===== src/rtl/ps2_pkg.sv =====
// Shared constants, LED FSM state type and the Hack shift-mapping helper
// for the PS/2 keyboard controller.
package ps2_pkg;

    // Raw PS/2 protocol bytes
    localparam logic [7:0] PS2_BREAK   = 8'hF0;
    localparam logic [7:0] PS2_EXT     = 8'hE0;
    localparam logic [7:0] PS2_ACK     = 8'hFA;
    localparam logic [7:0] PS2_RESEND  = 8'hFE;
    localparam logic [7:0] PS2_SET_LED = 8'hED;

    // Set-2 scan codes of the modifier keys (all non-extended)
    localparam logic [7:0] SC_LSHIFT = 8'h12;
    localparam logic [7:0] SC_RSHIFT = 8'h59;
    localparam logic [7:0] SC_CAPS   = 8'h58;

    typedef enum logic [2:0] {
        LED_IDLE,
        LED_SEND_CMD,
        LED_WAIT_ACK1,
        LED_SEND_LED,
        LED_WAIT_ACK2
    } led_state_t;

    // Apply Shift / Caps Lock to an unshifted Hack code.
    function automatic logic [7:0] shift_map(input logic [7:0] code,
                                             input logic       shift,
                                             input logic       caps);
        logic [7:0] r;
        r = code;
        if (code >= 8'h61 && code <= 8'h7A) begin
            if (shift ^ caps) r = code - 8'h20;
        end else if (shift) begin
            case (code)
                8'h31: r = 8'h21;  8'h32: r = 8'h40;  8'h33: r = 8'h23;
                8'h34: r = 8'h24;  8'h35: r = 8'h25;  8'h36: r = 8'h5E;
                8'h37: r = 8'h26;  8'h38: r = 8'h2A;  8'h39: r = 8'h28;
                8'h30: r = 8'h29;  8'h2D: r = 8'h5F;  8'h3D: r = 8'h2B;
                8'h5B: r = 8'h7B;  8'h5D: r = 8'h7D;  8'h5C: r = 8'h7C;
                8'h3B: r = 8'h3A;  8'h27: r = 8'h22;  8'h2C: r = 8'h3C;
                8'h2E: r = 8'h3E;  8'h2F: r = 8'h3F;
                default: r = code;
            endcase
        end
        return r;
    endfunction

endpackage


===== src/rtl/ps2_scancode2hack.sv =====
// Set-2 scan code to unshifted Hack code translator. Tracks its own E0/F0
// prefixes and emits one registered event per non-prefix byte.
module ps2_scancode2hack
    import ps2_pkg::*;
(
    input  logic       clk,
    input  logic       rst_n,
    input  logic [7:0] rx_code,
    input  logic       rx_valid,
    output logic [7:0] hack,
    output logic       pressed,
    output logic       hack_valid
);

    logic ext_seen;
    logic brk_seen;

    // Unshifted Hack code for a Set-2 code; 0 for anything unmapped.
    function automatic logic [7:0] set2_to_hack(input logic [7:0] c, input logic ext);
        logic [7:0] h;
        h = 8'h00;
        if (ext) begin
            case (c)
                8'h6B: h = 8'd130;  8'h75: h = 8'd131;  8'h74: h = 8'd132;
                8'h72: h = 8'd133;  8'h6C: h = 8'd134;  8'h69: h = 8'd135;
                8'h7D: h = 8'd136;  8'h7A: h = 8'd137;  8'h70: h = 8'd138;
                8'h71: h = 8'd139;  8'h5A: h = 8'd128;
                default: h = 8'h00;
            endcase
        end else begin
            case (c)
                8'h1C: h = "a";  8'h32: h = "b";  8'h21: h = "c";  8'h23: h = "d";
                8'h24: h = "e";  8'h2B: h = "f";  8'h34: h = "g";  8'h33: h = "h";
                8'h43: h = "i";  8'h3B: h = "j";  8'h42: h = "k";  8'h4B: h = "l";
                8'h3A: h = "m";  8'h31: h = "n";  8'h44: h = "o";  8'h4D: h = "p";
                8'h15: h = "q";  8'h2D: h = "r";  8'h1B: h = "s";  8'h2C: h = "t";
                8'h3C: h = "u";  8'h2A: h = "v";  8'h1D: h = "w";  8'h22: h = "x";
                8'h35: h = "y";  8'h1A: h = "z";
                8'h16: h = "1";  8'h1E: h = "2";  8'h26: h = "3";  8'h25: h = "4";
                8'h2E: h = "5";  8'h36: h = "6";  8'h3D: h = "7";  8'h3E: h = "8";
                8'h46: h = "9";  8'h45: h = "0";
                8'h0E: h = 8'h60;  8'h4E: h = 8'h2D;  8'h55: h = 8'h3D;  8'h54: h = 8'h5B;
                8'h5B: h = 8'h5D;  8'h5D: h = 8'h5C;  8'h4C: h = 8'h3B;  8'h52: h = 8'h27;
                8'h41: h = 8'h2C;  8'h49: h = 8'h2E;  8'h4A: h = 8'h2F;  8'h29: h = 8'h20;
                8'h5A: h = 8'd128; 8'h66: h = 8'd129; 8'h76: h = 8'd140;
                8'h05: h = 8'd141; 8'h06: h = 8'd142; 8'h04: h = 8'd143; 8'h0C: h = 8'd144;
                8'h03: h = 8'd145; 8'h0B: h = 8'd146; 8'h83: h = 8'd147; 8'h0A: h = 8'd148;
                8'h01: h = 8'd149; 8'h09: h = 8'd150; 8'h78: h = 8'd151; 8'h07: h = 8'd152;
                default: h = 8'h00;
            endcase
        end
        return h;
    endfunction

    // Prefix tracking and registered translation event
    always_ff @(posedge clk) begin
        if (!rst_n) begin
            ext_seen   <= 1'b0;
            brk_seen   <= 1'b0;
            hack       <= 8'h00;
            pressed    <= 1'b0;
            hack_valid <= 1'b0;
        end else begin
            hack_valid <= 1'b0;
            if (rx_valid) begin
                if (rx_code == PS2_EXT) begin
                    ext_seen <= 1'b1;
                end else if (rx_code == PS2_BREAK) begin
                    brk_seen <= 1'b1;
                end else begin
                    hack       <= set2_to_hack(rx_code, ext_seen);
                    pressed    <= !brk_seen;
                    hack_valid <= 1'b1;
                    ext_seen   <= 1'b0;
                    brk_seen   <= 1'b0;
                end
            end
        end
    end

endmodule


===== src/rtl/ps2_kbd_ctrl.sv =====
// PS/2 keyboard controller: modifier tracking, Hack KBD register, key-event
// FIFO and the Caps Lock LED update handshake with the keyboard.
module ps2_kbd_ctrl
    import ps2_pkg::*;
#(
    parameter int FIFO_DEPTH = 4,
    parameter int TIMEOUT    = 1_000_000
) (
    input  logic       clk,
    input  logic       rst_n,
    input  logic [7:0] rx_code,
    input  logic       rx_valid,
    output logic [7:0] tx_data,
    output logic       tx_req,
    input  logic       tx_ready,
    output logic [7:0] kbd,
    output logic [7:0] key_data,
    output logic       key_valid,
    input  logic       key_ready,
    output logic       ovf,
    input  logic       ovf_clr,
    output logic       caps_led,
    output logic       led_err
);

    localparam int AW = (FIFO_DEPTH > 1) ? $clog2(FIFO_DEPTH) : 1;
    localparam int TW = (TIMEOUT > 1) ? $clog2(TIMEOUT) : 1;

    logic [7:0] hack;
    logic       pressed;
    logic       hack_valid;

    ps2_scancode2hack u_xlate (
        .clk        (clk),
        .rst_n      (rst_n),
        .rx_code    (rx_code),
        .rx_valid   (rx_valid),
        .hack       (hack),
        .pressed    (pressed),
        .hack_valid (hack_valid)
    );

    // ---------------- modifiers ----------------
    logic raw_e0, raw_f0, shift_l, shift_r, caps_held;
    logic caps_toggle;

    assign caps_toggle = rx_valid && rx_code == SC_CAPS && !raw_e0 && !raw_f0 && !caps_held;

    // Raw-stream prefix flags and Shift / Caps Lock state
    always_ff @(posedge clk) begin
        if (!rst_n) begin
            raw_e0    <= 1'b0;
            raw_f0    <= 1'b0;
            shift_l   <= 1'b0;
            shift_r   <= 1'b0;
            caps_held <= 1'b0;
            caps_led  <= 1'b0;
        end else if (rx_valid) begin
            if (rx_code == PS2_EXT) begin
                raw_e0 <= 1'b1;
            end else if (rx_code == PS2_BREAK) begin
                raw_f0 <= 1'b1;
            end else begin
                raw_e0 <= 1'b0;
                raw_f0 <= 1'b0;
                if (!raw_e0) begin
                    if (rx_code == SC_LSHIFT) shift_l <= !raw_f0;
                    if (rx_code == SC_RSHIFT) shift_r <= !raw_f0;
                    if (rx_code == SC_CAPS) begin
                        caps_held <= !raw_f0;
                        if (caps_toggle) caps_led <= !caps_led;
                    end
                end
            end
        end
    end

    // ---------------- key events / FIFO ----------------
    logic [7:0]  shifted, kbd_base;
    logic [7:0]  mem [FIFO_DEPTH];
    logic [AW-1:0] wr_ptr, rd_ptr;
    logic [AW:0] count;
    logic        ev_press, ev_release, fifo_full, push, pop, drop;

    assign shifted    = shift_map(hack, shift_l | shift_r, caps_led);
    assign ev_press   = hack_valid && pressed && hack != 8'h00;
    assign ev_release = hack_valid && !pressed && hack != 8'h00;
    assign fifo_full  = count == (AW+1)'(FIFO_DEPTH);
    assign key_valid  = count != '0;
    assign key_data   = mem[rd_ptr];
    assign pop        = key_valid && key_ready;
    assign push       = ev_press && (!fifo_full || pop);
    assign drop       = ev_press && fifo_full && !pop;

    // FIFO storage
    // NOTE: the storage array has no reset; only the pointers and count define what is valid.
    always_ff @(posedge clk) begin
        if (push) mem[wr_ptr] <= shifted;
    end

    // FIFO pointers, occupancy, overflow flag and the KBD register
    always_ff @(posedge clk) begin
        if (!rst_n) begin
            wr_ptr   <= '0;
            rd_ptr   <= '0;
            count    <= '0;
            ovf      <= 1'b0;
            kbd      <= 8'h00;
            kbd_base <= 8'h00;
        end else begin
            if (push) wr_ptr <= wr_ptr + AW'(1);
            if (pop)  rd_ptr <= rd_ptr + AW'(1);
            if (push && !pop)      count <= count + (AW+1)'(1);
            else if (pop && !push) count <= count - (AW+1)'(1);

            if (drop)         ovf <= 1'b1;
            else if (ovf_clr) ovf <= 1'b0;

            if (ev_press) begin
                kbd      <= shifted;
                kbd_base <= hack;
            end else if (ev_release && hack == kbd_base) begin
                kbd <= 8'h00;
            end
        end
    end

    // ---------------- LED update FSM ----------------
    led_state_t    state, next_state;
    logic [TW-1:0] timer;
    logic          led_pending, led_snap, led_start, timed_out;
    logic          rx_ack, rx_nak, expired;

    assign rx_ack  = rx_valid && rx_code == PS2_ACK;
    assign rx_nak  = rx_valid && rx_code == PS2_RESEND;
    assign expired = timer == TW'(TIMEOUT - 1);

    // State register
    always_ff @(posedge clk) begin
        if (!rst_n) state <= LED_IDLE;
        else        state <= next_state;
    end

    // Next state and transmit outputs
    always_comb begin
        // NOTE: every output of this block gets a default first so no latch is inferred.
        next_state = state;
        tx_req     = 1'b0;
        tx_data    = 8'h00;
        led_start  = 1'b0;
        timed_out  = 1'b0;
        case (state)
            LED_IDLE: begin
                if (led_pending) begin
                    next_state = LED_SEND_CMD;
                    led_start  = 1'b1;
                end
            end
            LED_SEND_CMD: begin
                tx_req  = 1'b1;
                tx_data = PS2_SET_LED;
                if (tx_ready) next_state = LED_WAIT_ACK1;
            end
            LED_WAIT_ACK1: begin
                if (rx_ack)      next_state = LED_SEND_LED;
                else if (rx_nak) next_state = LED_SEND_CMD;
                else if (expired) begin
                    next_state = LED_IDLE;
                    timed_out  = 1'b1;
                end
            end
            LED_SEND_LED: begin
                tx_req  = 1'b1;
                tx_data = {5'b0, led_snap, 2'b0};
                if (tx_ready) next_state = LED_WAIT_ACK2;
            end
            LED_WAIT_ACK2: begin
                if (rx_ack)      next_state = LED_IDLE;
                else if (rx_nak) next_state = LED_SEND_LED;
                else if (expired) begin
                    next_state = LED_IDLE;
                    timed_out  = 1'b1;
                end
            end
            default: next_state = LED_IDLE;
        endcase
    end

    // ACK timeout counter, reloaded whenever the FSM changes state
    always_ff @(posedge clk) begin
        if (!rst_n)                   timer <= '0;
        else if (next_state != state) timer <= '0;
        else if (state == LED_WAIT_ACK1 || state == LED_WAIT_ACK2) timer <= timer + TW'(1);
    end

    // LED request bookkeeping: a toggle always re-arms, the snapshot keeps tx_data stable
    always_ff @(posedge clk) begin
        if (!rst_n) begin
            led_pending <= 1'b0;
            led_snap    <= 1'b0;
            led_err     <= 1'b0;
        end else begin
            if (caps_toggle)    led_pending <= 1'b1;
            else if (led_start) led_pending <= 1'b0;
            if (led_start) led_snap <= caps_led;
            if (timed_out)    led_err <= 1'b1;
            else if (ovf_clr) led_err <= 1'b0;
        end
    end

endmodule


===== config.mk =====
export PLATFORM = sky130hd
export DESIGN_NAME = ps2_kbd_ctrl
export DESIGN_NICKNAME = d
export VERILOG_FILES = /design/src/rtl/ps2_pkg.sv /design/src/rtl/ps2_scancode2hack.sv /design/src/rtl/ps2_kbd_ctrl.sv
export SDC_FILE = /design/constraint.sdc
export NUM_CORES = 1
export LEC_CHECK = 0
export ABC_AREA = 1
export CORE_ASPECT_RATIO = 1.4
export CORE_MARGIN = 2
export CORE_UTILIZATION = 25
export CTS_CLUSTER_SIZE = 40
export DETAILED_ROUTE_END_ITERATION = 10
export GPL_TIMING_DRIVEN = 1
export PLACE_DENSITY = 0.48
export SLEW_MARGIN = 15
export SYNTH_ARGS = -nofsm -noshare
export SYNTH_HDL_FRONTEND = slang
export SYNTH_HIERARCHICAL = 1
export SYNTH_SLANG_ARGS = --single-unit
export TNS_END_PERCENT = 30

===== constraint.sdc =====
create_clock -name clk -period 2.4 [get_ports clk]
set_input_delay 0.24 -clock clk [delete_from_list [all_inputs] [get_ports clk]]
set_output_delay 0.24 -clock clk [all_outputs]
set_load 0.05 [all_outputs]

==> results of run 1 <==
==> power by group through the flow <==
stage / logic [W] / clock network, W / registers, W
finish: 0.00116 / 0.00150 / 0.00189
global route: 0.00127 / 0.00162 / 0.00190
CTS: 0.00117 / 0.00154 / 0.00190
detailed placement: 0.00117 / 0 / 0.00193
global placement: 0.00117 / 0 / 0.00193
floorplan: 0.000797 / 0 / 0.00193
==> worst min-delay path: stages, from the launching register on <==
cell                      delay [ns]
sky130_fd_sc_hd__dfxtp_1        0.32
sky130_fd_sc_hd__inv_1          0.05
sky130_fd_sc_hd__a21oi_1        0.05
==> cell families (layout without fill, tap and decap cells) <==
family                   count (synthesis)  in the layout  share of synthesized area (%)
AO/OA/AOI/OAI                          144            144                           12.1
XOR/XNOR                                27             27                           3.54
adder cells (fa/ha/maj)                 14             14                           2.74
buffers and inverters                  139            207                           9.78
flip-flops                             102            102                           35.4
multiplexers                             2              2                          0.300
other                                    1              2                         0.0561
AND/OR/NAND/NOR                        515            515                           36.1
==> final cells by class <==
| cell class | count | area (sq um) | share of cell area (%) |
|---|---|---|---|
| multi-input combinational | 704 | 3670 | 46.1 |
| sequential | 102 | 2360 | 29.7 |
| timing repair buffer | 82 | 793 | 9.98 |
| inverter | 109 | 417 | 5.24 |
| tap | 324 | 405 | 5.10 |
| clock buffer | 9 | 225 | 2.83 |
| clock inverter | 7 | 78.8 | 0.991 |
==> cell usage in the layout (no fill, tap or decap), types with 22 or more instances in the layout <==
cell type / n
sky130_fd_sc_hd__nand3_1: 82
sky130_fd_sc_hd__inv_1: 95
sky130_fd_sc_hd__clkdlybuf4s50_1: 26
sky130_fd_sc_hd__a21oi_1: 54
sky130_fd_sc_hd__nor2_2: 22
sky130_fd_sc_hd__o21ai_0: 52
sky130_fd_sc_hd__edfxtp_1: 32
sky130_fd_sc_hd__nand2_1: 220
sky130_fd_sc_hd__buf_4: 47
sky130_fd_sc_hd__nor2_1: 106
sky130_fd_sc_hd__dfxtp_1: 68
==> routing by layer <==
metal  up-vias  global-route usage (%)
met5         -                       0
met4         0                    5.48
met3        39                    1.92
met2       157                    24.3
met1      2767                    16.3
li1       3202                       -
==> worst max path at each step <==
| stage | slack (ns) | start | depth (start not counted) | endpoint |
|---|---|---|---|---|
| 5_1_grt | 0.02 | u_xlate/hack[3] | 14 | count[2] |
| 6_report | 0.23 | u_xlate/hack[3] | 14 | count[2] |
| 3_3_place_gp | 0.004 | rx_code[0] | 11 | u_xlate/hack[0] |
| 4_1_cts | 0.11 | u_xlate/hack[3] | 14 | count[2] |
| 2_1_floorplan | 0.03 | state[0] | 3 | tx_data[3] |
| 3_5_place_dp | 0.04 | rx_code[0] | 11 | u_xlate/hack[0] |
==> flip-flops by register name (all words and copies together), names as in the netlist, 2 cells and up, named ones only <==
name	count
kbd_base	8
mem	32
count	3
rd_ptr	2
timer	20
u_xlate/hack	8
wr_ptr	2
state	3
kbd	8
==> through the flow <==
stage	std cells	worst slack [ns]	power [W]
6_report	1337	0.227	0.00456
5_1_grt	1337	0.0241	0.00480
4_1_cts	1336	0.114	0.00460
3_5_place_dp	1320	0.0372	0.00310
3_3_place_gp	1320	0.00393	0.00310
2_1_floorplan	945	0.0283	0.00273
==> what timing repair did <==
item	in CTS	in global routing
endpoints found under the setup margin	0	1
setup buffers	0	1
resized for setup	0	2
hold buffers	0	0
==> results.txt, run 1 <==
* Status: complete, no violations
- For this run, the total global-route usage over all layers was measured as 13.6%.
- P_leak: 3.48 nW
- Die width: 142 microns
* Core utilization of the finished layout: 30.4%
- The worst hold path belongs to the class flop to flop.
- Signal routing reaches up to met4.
- The initialized floorplan defines 70 standard-cell rows.
- Cells with a size suffix above 1 make up 15.9% of the layout.
- Met2 Routed Length: 9310 microns
* CTS Buffer Depth: 2
- Clock buffer count from CTS: 9
- Count of final hold-check violations: 0
* Final net count: 1036
- Cell Pwr Density: 574 nW/um^2
- Before antenna repair, the detailed router went through 4 iterations.
- Fraction of power consumed by the clock network: 32.9%
- Fraction of synthesis flops using an asynchronous set or reset pin: 0%
* Yosys reg bits: 102
- The worst-case IR drop observed on VDD is 0.000296 V.
- In this run the remaining antenna-violating nets after routing total 0.
- Count of flip-flops with a built-in enable after synthesis: 32
- Commonest register cell after synthesis: sky130_fd_sc_hd__dfxtp_1
- Number of clock sinks: 102
- Cell at the slowest stage of the critical path: sky130_fd_sc_hd__dfxtp_2
- The number of global-route vias before repair was 6134.
- Max-cap violations in this run came to 0.
* Area added between synthesis and finish: 19.1%
- Final Cycle Share: 90.5%
* CP startpoint kind: flop
* Fraction of synthesized cell area taken by the top area cell type: 21.0%
* DRC viols: 0
- Clock-pin slew was measured on the worst setup and hold paths at 0.07 ns.
* Port Buffer Count: 40
* Mapped cell area: 6680 sq um
* Combinational share of power: 25.5%
- The critical path is of the flop to flop type.
* R2r endpoint: count[2]
* Family of cells with the greatest summed delay on the critical path: compound AO/OA/AOI/OAI gates
- Psw: 0.00153 W
* Final design instance area without fill: 7950 sq um
* Most numerous cell types in the synthesized netlist: sky130_fd_sc_hd__nand2_1, sky130_fd_sc_hd__nor2_1, sky130_fd_sc_hd__inv_1
- Of the total power, registers draw 41.5%.
- Initial drt markers: 282
* Total negative slack for setup checks: 0 ns
* Post-DP Area: 7640 sq um
* Sink of the worst hold path: led_snap
- Clock H-tree levels: 3
* Worst Setup End Kind: flop
- Remaining max-slew budget at the tightest pin: 62.5%
- Traced cell by cell, the critical path runs through nor2_1 -> nand2_2 -> o21a_1 -> nand2_1 -> inv_2 -> nand2_1 -> inv_1 -> ha_1 -> inv_1 -> fa_1 -> a21oi_1 -> o21ai_0 -> o21ai_0 -> a21oi_1.
- Of all cell types, the one taking the most synthesized area is sky130_fd_sc_hd__dfxtp_1.
- Via count normalized by instance count: 4.61
- After layout, the minimum clock period comes to 2.17 ns.
- Per-instance average area after synthesis: 7.08 sq um
* Post-detailed-placement half-perimeter wirelength: 14700 microns
* Critical Path AT: 2.40 ns
- The most common cell in the synthesized netlist is sky130_fd_sc_hd__nand2_1.
- At the end of routability-driven placement, the weighted congestion stood at 0.912.
* Core Area: 26200 sq um
- Count of final max-slew check failures: 0
* Wire length of the first global-routing pass: 30800 microns
* Path depth of the worst reg2reg path: 14
* Reg2reg start: u_xlate/hack[3]
- In this run the most critical hold path is launched from led_snap.
* Via total after detailed routing: 6165
- Number of warnings reported in the yosys synthesis log: 6
* Die footprint: 28100 sq um
* Count of cell types in the netlist: 51
- Setup repair after global routing left no endpoint under its margin.
- For this run, the register share of the synthesized area comes to 35.4%.
- The clock reaches the later pin of the worst-skew pair after 0.35 ns.
- Largest stage delay on the critical path: 0.38 ns
* Required time of the worst setup path: 2.63 ns
* Area contributors post-synth: sky130_fd_sc_hd__dfxtp_1, sky130_fd_sc_hd__edfxtp_1, sky130_fd_sc_hd__nand2_1, sky130_fd_sc_hd__nand3_1, sky130_fd_sc_hd__nor2_1
- Grt total ovfl: 0
* Cell at the root of the clock tree: sky130_fd_sc_hd__clkbuf_16
* Switching power as a share of total power: 33.6%
* Number of endpoints failing setup at the final stage: 0
- Initial antenna violation count: 0
- In this run the worst path has a maximum fanout of 6.
- Achievable clock frequency: 460 MHz
* Antenna cell count: 0
- For this design the top-level I/O count stands at 43.
- The worst hold path was traced through 2 stages.
* Routed Wire Length: 18700 microns
- Maximum clock skew at final layout: 0.00562 ns
- Tightest Pin Transition: 0.556 ns
- TritonCTS clock tree: yes
* Starting density of the core: 25.5%
- Sum of buffers and inverters on the critical path: 3
* Detailed route wirelength on metal3: 617 microns
* Fill count: 2837
- In the synthesized netlist, the number of instances is 944.
* Post-DR wirelength/cell: 14.0 microns
- Largest net degree at the start of global routing: 26
* Met1 layer wirelength in the final routing: 8160 microns
* Worst slack on hold paths: 0.457 ns
* Height of the die: 197 microns
* Int Power: 0.00303 W
- For flop-to-flop paths, the worst setup slack is 0.23 ns.
Power figures use the tool's default switching activity.
==> inputs of run 2 (changes only) <==
--- a/config.mk
+++ b/config.mk
@@ -6,6 +6,7 @@
 export NUM_CORES = 1
 export LEC_CHECK = 0
 export ABC_AREA = 1
+export CAP_MARGIN = 20
 export CORE_ASPECT_RATIO = 1.4
 export CORE_MARGIN = 2
 export CORE_UTILIZATION = 25
==> results of run 2 <==
Same layout as run 1: the final DEF is identical, and so are final timing and power.
